### config.mk
export PLATFORM = sky130hd
export DESIGN_NAME = fetch_stage_flat
export DESIGN_NICKNAME = d
export VERILOG_FILES = /design/src/rtl/mips_pkg.sv /design/src/rtl/fetch_stage_if.sv /design/src/rtl/if_id_reg.sv /design/src/rtl/fetch_stage.sv /design/src/flat_wrapper.sv
export SDC_FILE = /design/constraint.sdc
export NUM_CORES = 1
export LEC_CHECK = 0
export ABC_CLOCK_PERIOD_IN_PS = 5000
export BUFFER_PORTS_ARGS = -buffer_cell sky130_fd_sc_hd__buf_2
export CORE_MARGIN = 3
export CORE_UTILIZATION = 55
export DETAILED_ROUTE_END_ITERATION = 16
export PLACE_DENSITY = 0.81
export SLEW_MARGIN = 15
export SYNTH_ARGS = -nofsm -noshare
export SYNTH_HDL_FRONTEND = slang
export SYNTH_SLANG_ARGS = --single-unit
### constraint.sdc
create_clock -name clk -period 5 [get_ports clk]
set_clock_uncertainty 0.2 [all_clocks]
set_input_delay 0.5 -clock clk [delete_from_list [all_inputs] [get_ports clk]]
set_output_delay 0.5 -clock clk [all_outputs]
set_load 0.1 [all_outputs]
### src/rtl/mips_pkg.sv
// Shared definitions for the MIPS front end: fetch FSM encoding, the nop
// instruction word and the default reset program counter.
package mips_pkg;

  typedef enum logic [1:0] {
    RUN  = 2'd0,
    HOLD = 2'd1,
    DROP = 2'd2
  } fetch_state_t;

  localparam logic [31:0] NOP_INSTR        = 32'h0000_0000;
  localparam logic [31:0] RESET_PC_DEFAULT = 32'h0000_0000;

  // Instruction memory is word addressed; the two low bits are always dropped.
  function automatic logic [31:0] word_align(input logic [31:0] addr);
    return addr & 32'hFFFF_FFFC;
  endfunction

endpackage

### src/rtl/fetch_stage_if.sv
// Request/response bus between the fetch stage (master) and a
// variable-latency instruction memory (slave).
interface fetch_stage_if;

  logic        imem_req;
  logic [31:0] imem_addr;
  logic        imem_ready;
  logic [31:0] imem_rdata;

  modport master (
    output imem_req,
    output imem_addr,
    input  imem_ready,
    input  imem_rdata
  );

  modport slave (
    input  imem_req,
    input  imem_addr,
    output imem_ready,
    output imem_rdata
  );

endinterface

### src/rtl/if_id_reg.sv
// IF/ID pipeline register: loads when enabled, synchronous clear to a
// bubble (nop, PC+4 of zero, not valid) on reset or flush.
module if_id_reg
  import mips_pkg::*;
(
  input  logic        clk,
  input  logic        reset,
  input  logic        en,
  input  logic        clr,
  input  logic [31:0] instr,
  input  logic [31:0] pc_plus4,
  output logic [31:0] InstrD,
  output logic [31:0] PCPlus4D,
  output logic        ValidD
);

  logic [31:0] instr_reg;
  logic [31:0] pc_plus4_reg;
  logic        valid_reg;

  always_ff @(posedge clk) begin
    if (reset || (en && clr)) begin
      instr_reg    <= NOP_INSTR;
      pc_plus4_reg <= 32'h0;
      valid_reg    <= 1'b0;
    end else if (en) begin
      instr_reg    <= instr;
      pc_plus4_reg <= pc_plus4;
      valid_reg    <= 1'b1;
    end
  end

  assign InstrD   = instr_reg;
  assign PCPlus4D = pc_plus4_reg;
  assign ValidD   = valid_reg;

endmodule

### src/rtl/fetch_stage.sv
// Instruction fetch stage: owns PCF, talks to a variable-latency instruction
// memory and feeds decode, turning missing instructions into bubbles.
module fetch_stage
  import mips_pkg::*;
#(
  parameter logic [31:0] RESET_PC = RESET_PC_DEFAULT
) (
  input  logic                 clk,
  input  logic                 reset,
  input  logic                 StallF,
  input  logic                 StallD,
  input  logic                 PCSrcD,
  input  logic [31:0]          PCBranchD,
  fetch_stage_if.master        imem,
  output logic [31:0]          InstrD,
  output logic [31:0]          PCPlus4D,
  output logic                 ValidD,
  output logic                 FetchWaitF
);

  fetch_state_t state_reg, state_next;
  logic [31:0]  pcf_reg, pcf_next;
  logic [31:0]  drop_addr_reg, drop_addr_next;
  logic [31:0]  buf_reg, buf_next;

  logic         avail;
  logic         redirect;
  logic         ifid_clr;
  logic [31:0]  pc_plus4;
  logic [31:0]  fetched_instr;

  assign pc_plus4      = pcf_reg + 32'd4;
  assign redirect      = PCSrcD & ~StallD;
  assign avail         = ~reset & (((state_reg == RUN) & imem.imem_ready) | (state_reg == HOLD));
  assign fetched_instr = (state_reg == HOLD) ? buf_reg : imem.imem_rdata;

  assign imem.imem_req  = ~reset & (state_reg != HOLD);
  assign imem.imem_addr = (state_reg == DROP) ? drop_addr_reg : pcf_reg;
  assign FetchWaitF     = ~avail;

  // Decode gets a bubble on a taken branch or whenever nothing is available.
  assign ifid_clr = redirect | ~avail;

  always_comb begin
    state_next     = state_reg;
    pcf_next       = pcf_reg;
    drop_addr_next = drop_addr_reg;
    buf_next       = buf_reg;

    if (redirect) begin
      pcf_next = word_align(PCBranchD);
      if ((state_reg == RUN) && !imem.imem_ready) begin
        state_next     = DROP;
        drop_addr_next = pcf_reg;
      end else if ((state_reg == DROP) && !imem.imem_ready) begin
        // An earlier squashed response is still owed; keep waiting for it
        // so the address on the bus stays stable until it completes.
        state_next = DROP;
      end else begin
        state_next = RUN;
      end
    end else begin
      case (state_reg)
        RUN: begin
          if (imem.imem_ready) begin
            if (StallD) begin
              buf_next   = imem.imem_rdata;
              state_next = HOLD;
            end else if (!StallF) begin
              pcf_next = pc_plus4;
            end
          end
        end
        HOLD: begin
          if (!StallD) begin
            state_next = RUN;
            if (!StallF) begin
              pcf_next = pc_plus4;
            end
          end
        end
        DROP: begin
          if (imem.imem_ready) begin
            state_next = RUN;
          end
        end
        default: state_next = RUN;
      endcase
    end
  end

  always_ff @(posedge clk) begin
    if (reset) begin
      state_reg     <= RUN;
      pcf_reg       <= word_align(RESET_PC);
      drop_addr_reg <= word_align(RESET_PC);
      buf_reg       <= NOP_INSTR;
    end else begin
      state_reg     <= state_next;
      pcf_reg       <= pcf_next;
      drop_addr_reg <= drop_addr_next;
      buf_reg       <= buf_next;
    end
  end

  if_id_reg u_if_id_reg (
    .clk      (clk),
    .reset    (reset),
    .en       (~StallD),
    .clr      (ifid_clr),
    .instr    (fetched_instr),
    .pc_plus4 (pc_plus4),
    .InstrD   (InstrD),
    .PCPlus4D (PCPlus4D),
    .ValidD   (ValidD)
  );

endmodule
### src/flat_wrapper.sv
// flat-port wrapper written by rule: the top's interface ports become plain ports
module fetch_stage_flat import mips_pkg::*;
#(
  parameter logic [31:0] RESET_PC = RESET_PC_DEFAULT
)
  (clk, reset, StallF, StallD, PCSrcD, PCBranchD, InstrD, PCPlus4D, ValidD, FetchWaitF, imem_imem_req, imem_imem_addr, imem_imem_ready, imem_imem_rdata);
  fetch_stage_if imem_i ();
  input  logic clk;
  input  logic reset;
  input  logic StallF;
  input  logic StallD;
  input  logic PCSrcD;
  input  logic [31:0] PCBranchD;
  output logic [31:0] InstrD;
  output logic [31:0] PCPlus4D;
  output logic ValidD;
  output logic FetchWaitF;
  output wire logic [$bits(imem_i.imem_req)-1:0] imem_imem_req;
  output wire logic [$bits(imem_i.imem_addr)-1:0] imem_imem_addr;
  input wire logic [$bits(imem_i.imem_ready)-1:0] imem_imem_ready;
  input wire logic [$bits(imem_i.imem_rdata)-1:0] imem_imem_rdata;
  assign imem_imem_req = imem_i.imem_req;
  assign imem_imem_addr = imem_i.imem_addr;
  assign imem_i.imem_ready = imem_imem_ready;
  assign imem_i.imem_rdata = imem_imem_rdata;
  fetch_stage #(.RESET_PC(RESET_PC)) u_core (.clk(clk), .reset(reset), .StallF(StallF), .StallD(StallD), .PCSrcD(PCSrcD), .PCBranchD(PCBranchD), .imem(imem_i), .InstrD(InstrD), .PCPlus4D(PCPlus4D), .ValidD(ValidD), .FetchWaitF(FetchWaitF));
endmodule
# Word-level counts from Yosys, hierarchy flattened

Index checks and enable logic that the tools add are counted.

$add $sub $neg: 1
Multipliers: 0
Div/mod/pow operators: 0
Order comparisons: 0
Equal/unequal tests: 8
Shift-type cells: 0
Multiplexer cells: 15
Bitwise logic cells: 10
Reduce and logical (&&, ||, !) cells: 14

Operators with widths:

| cell                                          | count |
|---|---|
| two-way mux 32 bit                            | 6 |
| one-hot mux 32 bit (2 select lines)           | 1 |
| adder 32 x 3 -> 32 bit, second input constant | 1 |
| two-way mux 2 bit                             | 7 |
| != test 3 x 2 -> 1 bit, second input constant | 4 |
| AND reduction 4 bit                           | 2 |
| one-hot mux 2 bit (3 select lines)            | 1 |
| AND reduction 2 bit                           | 3 |
| AND 1 bit                                     | 4 |
| NOT 1 bit                                     | 4 |
| logical AND 1 bit                             | 3 |
| nonzero test 3 bit                            | 1 |
| == test 2 x 1 -> 1 bit, second input constant | 1 |
| == test 2 bit, second input constant          | 1 |
| zero test 2 bit                               | 1 |
| != test 2 x 1 -> 1 bit, second input constant | 1 |
| != test 2 bit, second input constant          | 1 |
| OR 1 bit                                      | 2 |
| nonzero test 2 bit                            | 1 |
| OR reduction 2 bit                            | 1 |
| zero test 1 bit                               | 1 |
| logical OR 1 bit                              | 1 |

Bits in registers: 163
Latch bits: 0
RAM bits: 0
ROM bits: 0
Input port bits: 70
Output and inout port bits: 99
Logic and storage cells: 56
Memories kept: 0

# Longest topological paths before layout

Gate-level depths: netlist of run 1.

Depth in word-level cells: 8
Gate-level depth with buffers: 8
Depth with buffers taken out: 6

# Modules after synthesis

From an unflattened synthesis of run 1, not the netlist that was laid out.

Cells, all modules: 878
Area, all modules: 7897.6 um2

By module, submodules not included:

| module      | times used | cells each | area an instance (um2) | seq. area each (um2) |
|---|---|---|---|---|
| fetch_stage | 1          | 590        | 4901.0                 | 1881.8 |
| if_id_reg   | 1          | 288        | 2996.6                 | 1301.2 |

# Worst setup path before layout of run 1

No wires, ideal clock.

Kind: register to output
Start: reg u_core.state_reg[1]
End: out imem_imem_req
Data arrival time: 2.381 ns
Required time: 4.300 ns
Setup slack: 1.919 ns
Stages on the path, launching flop included: 5
Buffers on the path: 2
Cells stage by stage: dfxtp_1 -> nand2b_1 -> clkbuf_1 -> buf_2 -> nor2b_1

Word-level cells in the longest chain between the ends: 2

Ends and longest elaborated chain:

| item                     | line               | RTL |
|---|---|---|
| start: declaration       | fetch_stage.sv:21  | `fetch_state_t state_reg, state_next;` |
| start signal: assignment | fetch_stage.sv:99  | `state_reg <= state_next;` |
| != test 2 x 1 -> 1 bit   | fetch_stage.sv:37  | `assign imem.imem_req = ~reset & (state_reg != HOLD);` |
| AND 1 bit                | fetch_stage.sv:37  |  |
| end: declaration         | flat_wrapper.sv:18 | `output wire logic [$bits(imem_i.imem_req)-1:0] imem_imem_req;` |

No other way between the ends.

# Final worst setup path of run 1

Same ends and word-level chain as after synthesis.

==> impl_metrics.tcl, run 1 <==
set metrics [dict create \
    status "complete, no violations" \
    cts.sinks 157 \
    slew_headroom_pct 20.8 \
    drive_gt1_share_pct 24.3 \
    place_area_um2 8300 \
    arrival_ns 2.35 \
    grt_first_pass_wirelength_mm 31.3 \
    finalSetupViolations 0 \
    tns_ns 0 \
    synth_top_flop_cell "dfxtp_1" \
    yosysUniqueCellTypes 51 \
    dp.final_hpwl_mm 13.1 \
    cellPowerDensity_nw_per_um2 360 \
    drc 0 \
    reg2reg_depth 6 \
    fill_cells 1181 \
    yosysWarnings 0 \
    vias 6908 \
    end_kind "primary output" \
    report.final.hold_viol_count 0 \
    core_um2 13300 \
    clk_latency_ns 0.42 \
    place.gp.congestion 0.918 \
    cts.htree.levels 4 \
    synth_area_per_cell_um2 8.08 \
    gr-total-overflow 0 \
    cts_buffers 17 \
    ir_worst_vdd_mv 0.239 \
    syn_inst 936 \
    synth_edf_count 0 \
    whs_path_depth 3 \
    root_buffer "clkbuf_16" \
    drt-pass1-iter-count 6 \
    synth.top_cell.area_share_pct 41.5 \
    multi_input_area_um2 3990 \
    yosys.area.top_type "dfxtp_1" \
    hold_buffers 0 \
    cp_max_fo 19 \
    path_clk_slew_ns 0.07 \
    syn_to_final_growth_pct 17.2 \
    hold_class "input pin to flip-flop" \
    die_h_um 123 \
    maxCapViolCount 0 \
    r2r_start "u_core.pcf_reg[2]$_SDFFE_PP0P_" \
    worstMarginPinSlew_ns 1.18 \
    cts_setup_buffers 0 \
    nNetsFinal 1112 \
    clock.fmax_ghz 0.328 \
    min_from "imem_imem_rdata[1]" \
    clock_path_buffers 2 \
    worstPathRequired_ns 4.30 \
    postRouteAntennaNets 0 \
    rows 42 \
    async_reset_ff_share_pct 0 \
    wl_per_cell_um 16.1 \
    syn-cell-area_um2 7570 \
    die_x_um 123 \
    cts_tree "done" \
    fin_crit_ns 3.05 \
    hold_ws_ns 0.122 \
    p_leak_nw 3.86 \
    dieArea_um2 15200 \
    vias_per_cell 5.60 \
    routed_wl_mm 19.8 \
    seqCellArea_um2 3140 \
    yosysSeqAreaShare_pct 41.5 \
    path_class "flip-flop to primary output" \
    antenna_found_initial 1 \
    drt_iter0_drc 602 \
    io_pins 169 \
    min_to "u_core.buf_reg[1]$_SDFFE_PP0P_" \
    reg2reg_to "u_core.pcf_reg[18]$_SDFFE_PP0P_" \
    portBuffers 162 \
    rsz0062_at_grt "no" \
    period_share_pct 61.1 \
    finalInstanceArea_um2 8870 \
    cts_resized 0 \
    initial_core_util_pct 56.7 \
    grt_pass1_vias 6328 \
    ys_seq_elements 157 \
    synth_area_leaders "dfxtp_1 42%, a21oi_1 8.0%, nand2_1 7.8%" \
    r2r_slack_ns 2.29 \
    start_kind "flip-flop" \
    grt_start_max_net_pins 98 \
    drv_slew 0 \
    track_usage_pct 25.9 \
]
-- layout by cell type, fill, tap and decap left out, types with 4 or more instances in the layout --
cell type  netlist  final
conb_1           1      4
xnor2_1         22     22
o21ai_0          8      8
nor2_1         116    116
o21a_1          12     12
inv_1           14     14
clkbuf_16        0     17
a211oi_1        16     16
buf_2           10    160
nand3_1         21     21
or3_1            4      4
inv_6            0      4
nand2_1        158    158
and3_1          11     11
dfxtp_1        157    157
nor3_1           6      6
nor2b_1          6      5
a22o_1           5      5
clkinv_4         0      5
a21oi_1        121    121
mux2_2          31     31
xor2_1          20     20
o211ai_1         4      4
nand3b_1         5      5
a22oi_1          4      4
buf_4           18     12
nand4_1         14     14
nor4_1           7      6
mux2i_1         41     41
-- metrics by stage --
step	power [W]	utilization [%]	std cells	setup slack (ns)
3_3_place_gp	0.00197	62.2	1198	2.14
4_1_cts	0.00321	66.4	1230	1.94
3_5_place_dp	0.00198	62.2	1198	2.10
2_1_floorplan	0.00187	-	939	1.92
5_1_grt	0.00331	66.4	1231	1.83
6_report	0.00319	66.4	1233	1.95
-- power by group --
part	internal [W]	leakage, nW	switching, W	total [W]
logic	0.000138	2.31	0.000459	0.000597
clock network	0.000691	0.274	0.000542	0.00123
registers	0.00130	1.28	0.0000595	0.00136
-- how the worst max path moves through the flow --
| stage | depth (start not counted) | to | slack (ns) | start |
|---|---|---|---|---|
| floorplan | 4 | imem_imem_req | 1.92 | u_core.state_reg[1]$_SDFFE_PP0P_ |
| global placement | 5 | u_core.pcf_reg[30]$_SDFFE_PP0P_ | 2.14 | StallD |
| detailed placement | 5 | u_core.pcf_reg[30]$_SDFFE_PP0P_ | 2.10 | StallD |
| CTS | 4 | imem_imem_req | 1.94 | u_core.state_reg[1]$_SDFFE_PP0P_ |
| global route | 4 | imem_imem_req | 1.83 | u_core.state_reg[1]$_SDFFE_PP0P_ |
| finish | 4 | imem_imem_req | 1.95 | u_core.state_reg[1]$_SDFFE_PP0P_ |
-- cells in the mapped netlist (2+ instances only) --
library cell,count
a211oi_1,16
a21oi_1,121
a22o_1,5
a22oi_1,4
and3_1,11
and4_1,3
and4_4,3
buf_1,2
buf_2,10
buf_4,18
clkbuf_1,59
dfxtp_1,157
inv_1,14
mux2_2,31
mux2i_1,41
nand2_1,158
nand2_4,2
nand2b_1,3
nand3_1,21
nand3b_1,5
nand4_1,14
nand4_2,2
nand4b_1,3
nor2_1,116
nor2b_1,6
nor3_1,6
nor3_2,2
nor3b_1,2
nor4_1,7
nor4_2,2
nor4_4,2
o211ai_1,4
o21a_1,12
o21ai_0,8
o21bai_1,3
o31ai_1,3
or3_1,4
or4_1,3
xnor2_1,22
xor2_1,20
-- critical path, stage by stage (launching register included) --
cell      delay, ns
dfxtp_1        0.41
nand2b_2       0.49
buf_4          0.42
nor2b_1        0.17
buf_2          0.43
-- logic make-up (layout without fill, tap and decap cells) --
group,count (synthesis),count (layout),share of synthesized area [%]
AOI/OAI and AO/OA,180,180,13.7
xor gates and xnor gates,42,42,4.86
adders and majority gates,1,1,0.165
buffers and inverters,104,219,6.22
DFF,157,157,41.5
muxes,72,72,10.0
other,1,7,0.0496
and+or+nand+nor,379,379,23.4
-- layer usage --
layer	routed length (um)	track usage [%]	vias to the layer above
met5	0	0	-
met4	441	8.44	0
met3	1500	6.82	38
met2	9150	41.0	291
met1	8730	34.5	3193
li1	-	-	3386
-- area by class of cell --
| cell class | instances | share of cell area [%] |
|---|---|---|
| Sequential cell | 157 | 35.4 |
| Timing Repair Buffer | 172 | 10.0 |
| Clock inverter | 15 | 1.57 |
| Tap cell | 176 | 2.48 |
| Clock buffer | 17 | 4.80 |
| Multi-Input combinational cell | 678 | 44.9 |
| Antenna cell | 3 | 0.0847 |
| Inverter | 15 | 0.635 |
Note: power is estimated with default switching activity, not from simulation.
==> run 2: changes to the inputs <==
Settings changed: ABC_CLOCK_PERIOD_IN_PS 5000 to 2700, CORE_UTILIZATION 55 to 49, PLACE_DENSITY 0.81 to 0.76.
Clock period 5 ns to 2.7 ns, I/O delays scaled along.
==> run 2 against run 1 <==
Against the previous run: cell area rose by 13%; global-route usage fell by 0.80 points; final cell count rose by 6.0%; register-to-register slack got worse by 2.1 ns; worst setup slack got worse by 1.8 ns; die area rose by 12%; total power rose by 95%; core utilization rose by 1.0 points; count of clock-buffer cells in the layout rose by 1; wire length rose by 9.2%; first-iteration DRC count rose by 25%; combinational power rose by 120%.
==> impl_metrics.tcl, run 2 (synthesis results as in run 1) <==
set metrics [dict create \
    status "complete, no violations" \
    dieArea_um2 17000 \
    gr-total-overflow 0 \
    layout_common_cells "158 x nand2_1, 157 x dfxtp_1, 130 x buf_2" \
    rows 44 \
    cts.htree.levels 4 \
    place_area_um2 8890 \
    syn_to_final_growth_pct 32.1 \
    drv_slew 0 \
    die_h_um 130 \
    fin_crit_ns 2.54 \
    p_total_w 0.00622 \
    drt-pass1-iter-count 5 \
    fill_cells 1159 \
    drt_iter0_drc 753 \
    core_um2 14800 \
    end_kind "flip-flop" \
    antenna_found_initial 1 \
    place.gp.congestion 0.904 \
    maxCapViolCount 0 \
    cp_max_fo 7 \
    wl_per_cell_um 16.6 \
    cts.sinks 157 \
    slew_headroom_pct 56.6 \
    drive_gt1_share_pct 24.3 \
    path_cells "ha_1, and3_1, nand4_1, or4_1, nor3b_1, nor4_2" \
    clk_latency_ns 0.42 \
    clock.fmax_ghz 0.394 \
    path_class "flip-flop to flip-flop" \
    num_antenna_cells 0 \
    vias 7246 \
    routed_wl_mm 21.6 \
    worstMarginPinSlew_ns 0.652 \
    arrival_ns 2.67 \
    grt_start_max_net_pins 61 \
    rsz0062_at_grt "no" \
    drc 0 \
    finalInstanceArea_um2 9990 \
    p_leak_nw 4.27 \
    io_pins 169 \
    tns_ns 0 \
    ir_worst_vdd_mv 0.405 \
    start_kind "flip-flop" \
    root_buffer "clkbuf_16" \
    postRouteAntennaNets 0 \
    clock_path_buffers 2 \
    path_clk_slew_ns 0.06 \
    period_share_pct 94.0 \
    cts_buffers 17 \
    report.final.hold_viol_count 0 \
    dp.final_hpwl_mm 13.8 \
    mostFrequentLayoutCell "nand2_1" \
    finalSetupViolations 0 \
    critPathSlowestCell "or4_1" \
    nNetsFinal 1181 \
    grt_pass1_vias 6943 \
    grt_first_pass_wirelength_mm 34.1 \
    slowest_delay_ns 0.59 \
    hold_class "input pin to flip-flop" \
    worstPathRequired_ns 2.83 \
    vias_per_cell 5.54 \
    cts_resized 0 \
    initial_core_util_pct 51.1 \
    hold_ws_ns 0.00499 \
    cts_tree "done" \
    die_x_um 130 \
    cellPowerDensity_nw_per_um2 622 \
    track_usage_pct 25.1 \
    portBuffers 162 \
]
[run 2: path summary, 6_finish.rpt]
kind	from	to	slack [ns]	cells past startpoint
worst max-delay path	u_core.pcf_reg[3]$_SDFFE_PP0P_	u_core.u_if_id_reg.PCPlus4D[28]$_SDFFE_PP0N_	0.16	6
worst min-delay path	PCBranchD[22]	u_core.pcf_reg[22]$_SDFFE_PP0P_	0.005	3
worst max register to register	u_core.pcf_reg[3]$_SDFFE_PP0P_	u_core.u_if_id_reg.PCPlus4D[28]$_SDFFE_PP0N_	0.16	6
worst min register to register	u_core.u_if_id_reg.ValidD$_SDFFE_PP0N_	u_core.u_if_id_reg.ValidD$_SDFFE_PP0N_	0.25	2
[run 2: timing repair]
action / in CTS / in global routing
hold endpoints to repair: 52 / 0
setup buffers: 0 / 0
hold buffers: 52 / 0
endpoints found under the setup margin: 0 / 0
[run 2: final cells by class]
cell class | instances | area (um2) | area share [%]
multi-input combinational | 678 | 3990 | 39.9
timing repair buffer | 241 | 1990 | 19.9
inverter | 15 | 56.3 | 0.563
clock inverter | 14 | 156 | 1.57
tap | 184 | 230 | 2.30
clock buffer | 18 | 429 | 4.29
sequential | 157 | 3140 | 31.5
[run 2: worst max-delay path, delay by kind of cell (launching register included)]
kind | cells | cell delay [ns]
adders and majority gates | 1 | 0.29
DFF | 1 | 0.45
and+or+nand+nor | 5 | 1.51
[run 2: report_power, final]
part / switching, W / internal, W
sequential: 0.0000908 / 0.00241
clock: 0.00101 / 0.00138
combinational: 0.000912 / 0.000417
[run 2: metrics by stage]
step	instances	setup slack [ns]	util, %
floorplan	939	0.362	-
global placement	1223	0.299	60.0
detailed placement	1223	0.216	60.0
CTS	1307	0.197	67.5
global route	1307	0.00646	67.5
finish	1307	0.163	67.5
[run 2: routing by layer]
layer / global-route usage [%] / wire, um / vias up
li1: - / - / 3528
met1: 32.4 / 9330 / 3383
met2: 42.2 / 10400 / 289
met3: 5.36 / 1510 / 44
met4: 7.70 / 388 / 2
met5: 0 / 13 / -
==> run 3: changes to the inputs <==
Settings changed: ABC_CLOCK_PERIOD_IN_PS 2700 to 2150, CELL_PAD_IN_SITES_DETAIL_PLACEMENT from default to 2, CELL_PAD_IN_SITES_GLOBAL_PLACEMENT from default to 2, CORE_UTILIZATION 49 to 28, PLACE_DENSITY 0.76 to default, PLACE_DENSITY_LB_ADDON from default to 0.1.
Clock period 2.7 ns to 2.15 ns, I/O delays scaled along.
==> run 3 against run 2 <==
Against the previous run: the run now ends with negative setup slack left; critical path depth stayed put; combinational power is 44% higher; worst setup slack worse by 0.24 ns; first-iteration DRC count shrank 54%; die area is 71% higher; highest routed layer is now met4; clock power is 47% higher; non-clock buffer count up 67; sequential cell count is the same; critical path type is now flip-flop to primary output; final cell count up 17%; count of clock-buffer cells in the layout is the same; worst hold slack better by 0.0088 ns; wire length is 38% higher.
==> impl_metrics.tcl, run 3 (synthesis results as in run 1) <==
set metrics [dict create \
    cp_top_family "buffers and inverters" \
    arrival_ns 1.82 \
    finalInstanceArea_um2 11300 \
    fin_crit_ns 2.23 \
    portBuffers 162 \
    syn_to_final_growth_pct 49.5 \
    path_class "flip-flop to primary output" \
    drv_slew 0 \
    rows 59 \
    violations "negative setup slack" \
    wl_per_cell_um 19.6 \
    cp_max_fo 5 \
    m1WireLength_mm 13.7 \
    worstPathRequired_ns 1.74 \
    rsz0062_at_grt "yes" \
    min_to "u_core.buf_reg[21]$_SDFFE_PP0P_" \
    io_pins 169 \
    drc 0 \
    vias_per_cell 4.94 \
    drt-pass1-iter-count 4 \
    crit_top_cell "buf_6" \
    wl_met3_mm 1.02 \
    gr-total-overflow 0 \
    reg2reg_to "u_core.pcf_reg[30]$_SDFFE_PP0P_" \
    p_leak_nw 4.98 \
    die_x_um 170 \
    initial_core_util_pct 28.8 \
    p_total_w 0.00855 \
    r2r_slack_ns 0.06 \
    tns_ns -1.85 \
    layout_common_cells "158 x nand2_1, 149 x dfxtp_1, 127 x buf_2" \
    die_h_um 170 \
    cellPowerDensity_nw_per_um2 756 \
    core_um2 26300 \
    critPathSlowestCell "dfxtp_2" \
    antenna_found_initial 0 \
    r2r_start "u_core.pcf_reg[18]$_SDFFE_PP0P_" \
    start_kind "flip-flop" \
    reg2reg_depth 5 \
    place_area_um2 9610 \
    dr_wl_met2_mm 14.9 \
    path_clk_slew_ns 0.08 \
    hold_class "input pin to flip-flop" \
    cts_tree "done" \
    root_buffer "clkbuf_16" \
    nNetsFinal 1248 \
    critPathBufInv 4 \
    slew_headroom_pct 64.4 \
    grt_first_pass_wirelength_mm 46.5 \
    clock.fmax_ghz 0.448 \
    ir_worst_vdd_mv 0.454 \
    clk_latency_ns 0.43 \
    hold_ws_ns 0.0138 \
    maxCapViolCount 0 \
    cts_buffers 17 \
    report.final.hold_viol_count 0 \
    utilization_pct 43.1 \
    mostFrequentLayoutCell "nand2_1" \
    dr.max_layer_used "met4" \
    whs_path_depth 2 \
    end_kind "primary output" \
    drive_gt1_share_pct 29.4 \
    routed_wl_mm 29.8 \
    grt_start_max_net_pins 112 \
    grt_pass1_vias 8088 \
    worstMarginPinSlew_ns 0.533 \
    finalSetupViolations 25 \
    min_from "reset" \
    cts.sinks 157 \
    track_usage_pct 20.5 \
    dp.final_hpwl_mm 19.6 \
    postRouteAntennaNets 0 \
    num_antenna_cells 0 \
    drt_iter0_drc 344 \
    path_cells "buf_6, nand2b_4, buf_6, buf_16, mux2_4, buf_12" \
    cts.htree.levels 4 \
    dieArea_um2 29000 \
    period_share_pct 104 \
    place.gp.congestion 0.802 \
    vias 7540 \
    slowest_delay_ns 0.33 \
    status "finished with violations" \
    clock_path_buffers 2 \
    finalWorstSetupSlack_ns -0.0808 \
]
==> run 3: worst reg2reg max path, delay by kind of cell, from the launching register on <==
family,cells,cell delay (ns)
AND/OR/NAND/NOR,5,1.43
flip-flops,1,0.33
==> run 3: layout make-up <==
type / count / area [um2]
multi-input cells: 678 / 4210
fillers: 2858 / 15000
clock inverters: 14 / 249
flip-flops and latches: 157 / 3150
inverters: 15 / 56.3
well taps: 335 / 419
repair buffers: 308 / 2800
clock buffers: 18 / 429
==> run 3: per-stage QoR <==
stage	std cells	setup slack, ns
3_5_place_dp	1422	-0.0409
4_1_cts	1523	-0.0979
2_1_floorplan	939	0.0316
3_3_place_gp	1422	-0.00497
5_1_grt	1525	-0.138
6_report	1525	-0.0808
==> run 3: metal layers <==
metal  vias to the layer above  GRT usage, %
li1                       3646             -
met1                      3731          26.8
met2                       147          36.1
met3                        16          3.32
met4                         0          3.81
met5                         -             0
==> run 3: how the worst max path moves through the flow <==
| stage | cells past startpoint | end | slack [ns] | startpoint |
|---|---|---|---|---|
| after CTS | 6 | imem_imem_addr[28] | -0.1 | u_core.state_reg[0]$_SDFFE_PP0P_ |
| after floorplan | 7 | u_core.pcf_reg[30]$_SDFFE_PP0P_ | 0.03 | u_core.pcf_reg[2]$_SDFFE_PP0P_ |
| after global routing | 6 | imem_imem_addr[27] | -0.14 | u_core.state_reg[0]$_SDFFE_PP0P_ |
| after detailed placement | 6 | u_core.u_if_id_reg.PCPlus4D[28]$_SDFFE_PP0N_ | -0.04 | u_core.pcf_reg[3]$_SDFFE_PP0P_ |
| final | 6 | imem_imem_addr[30] | -0.08 | u_core.state_reg[0]$_SDFFE_PP0P_ |
| after global placement | 6 | u_core.u_if_id_reg.PCPlus4D[28]$_SDFFE_PP0N_ | -0.005 | u_core.pcf_reg[3]$_SDFFE_PP0P_ |
==> run 3: timing repair <==
item | CTS | global route
hold buffers | 59 | 0
buffers inserted | 5 | 3
endpoints found under the hold margin | 79 | 0
cloned | 5 | 0
pin swaps | 0 | 4
setup endpoints to repair | 33 | 44
gates resized for setup | 42 | 22
==> run 3: power breakdown <==
part | internal (W) | switching (W) | total (W)
clock network | 0.00212 | 0.00139 | 0.00351
logic | 0.000659 | 0.00126 | 0.00192
registers | 0.00303 | 0.0000883 | 0.00312
total | 0.00581 | 0.00274 | 0.00855
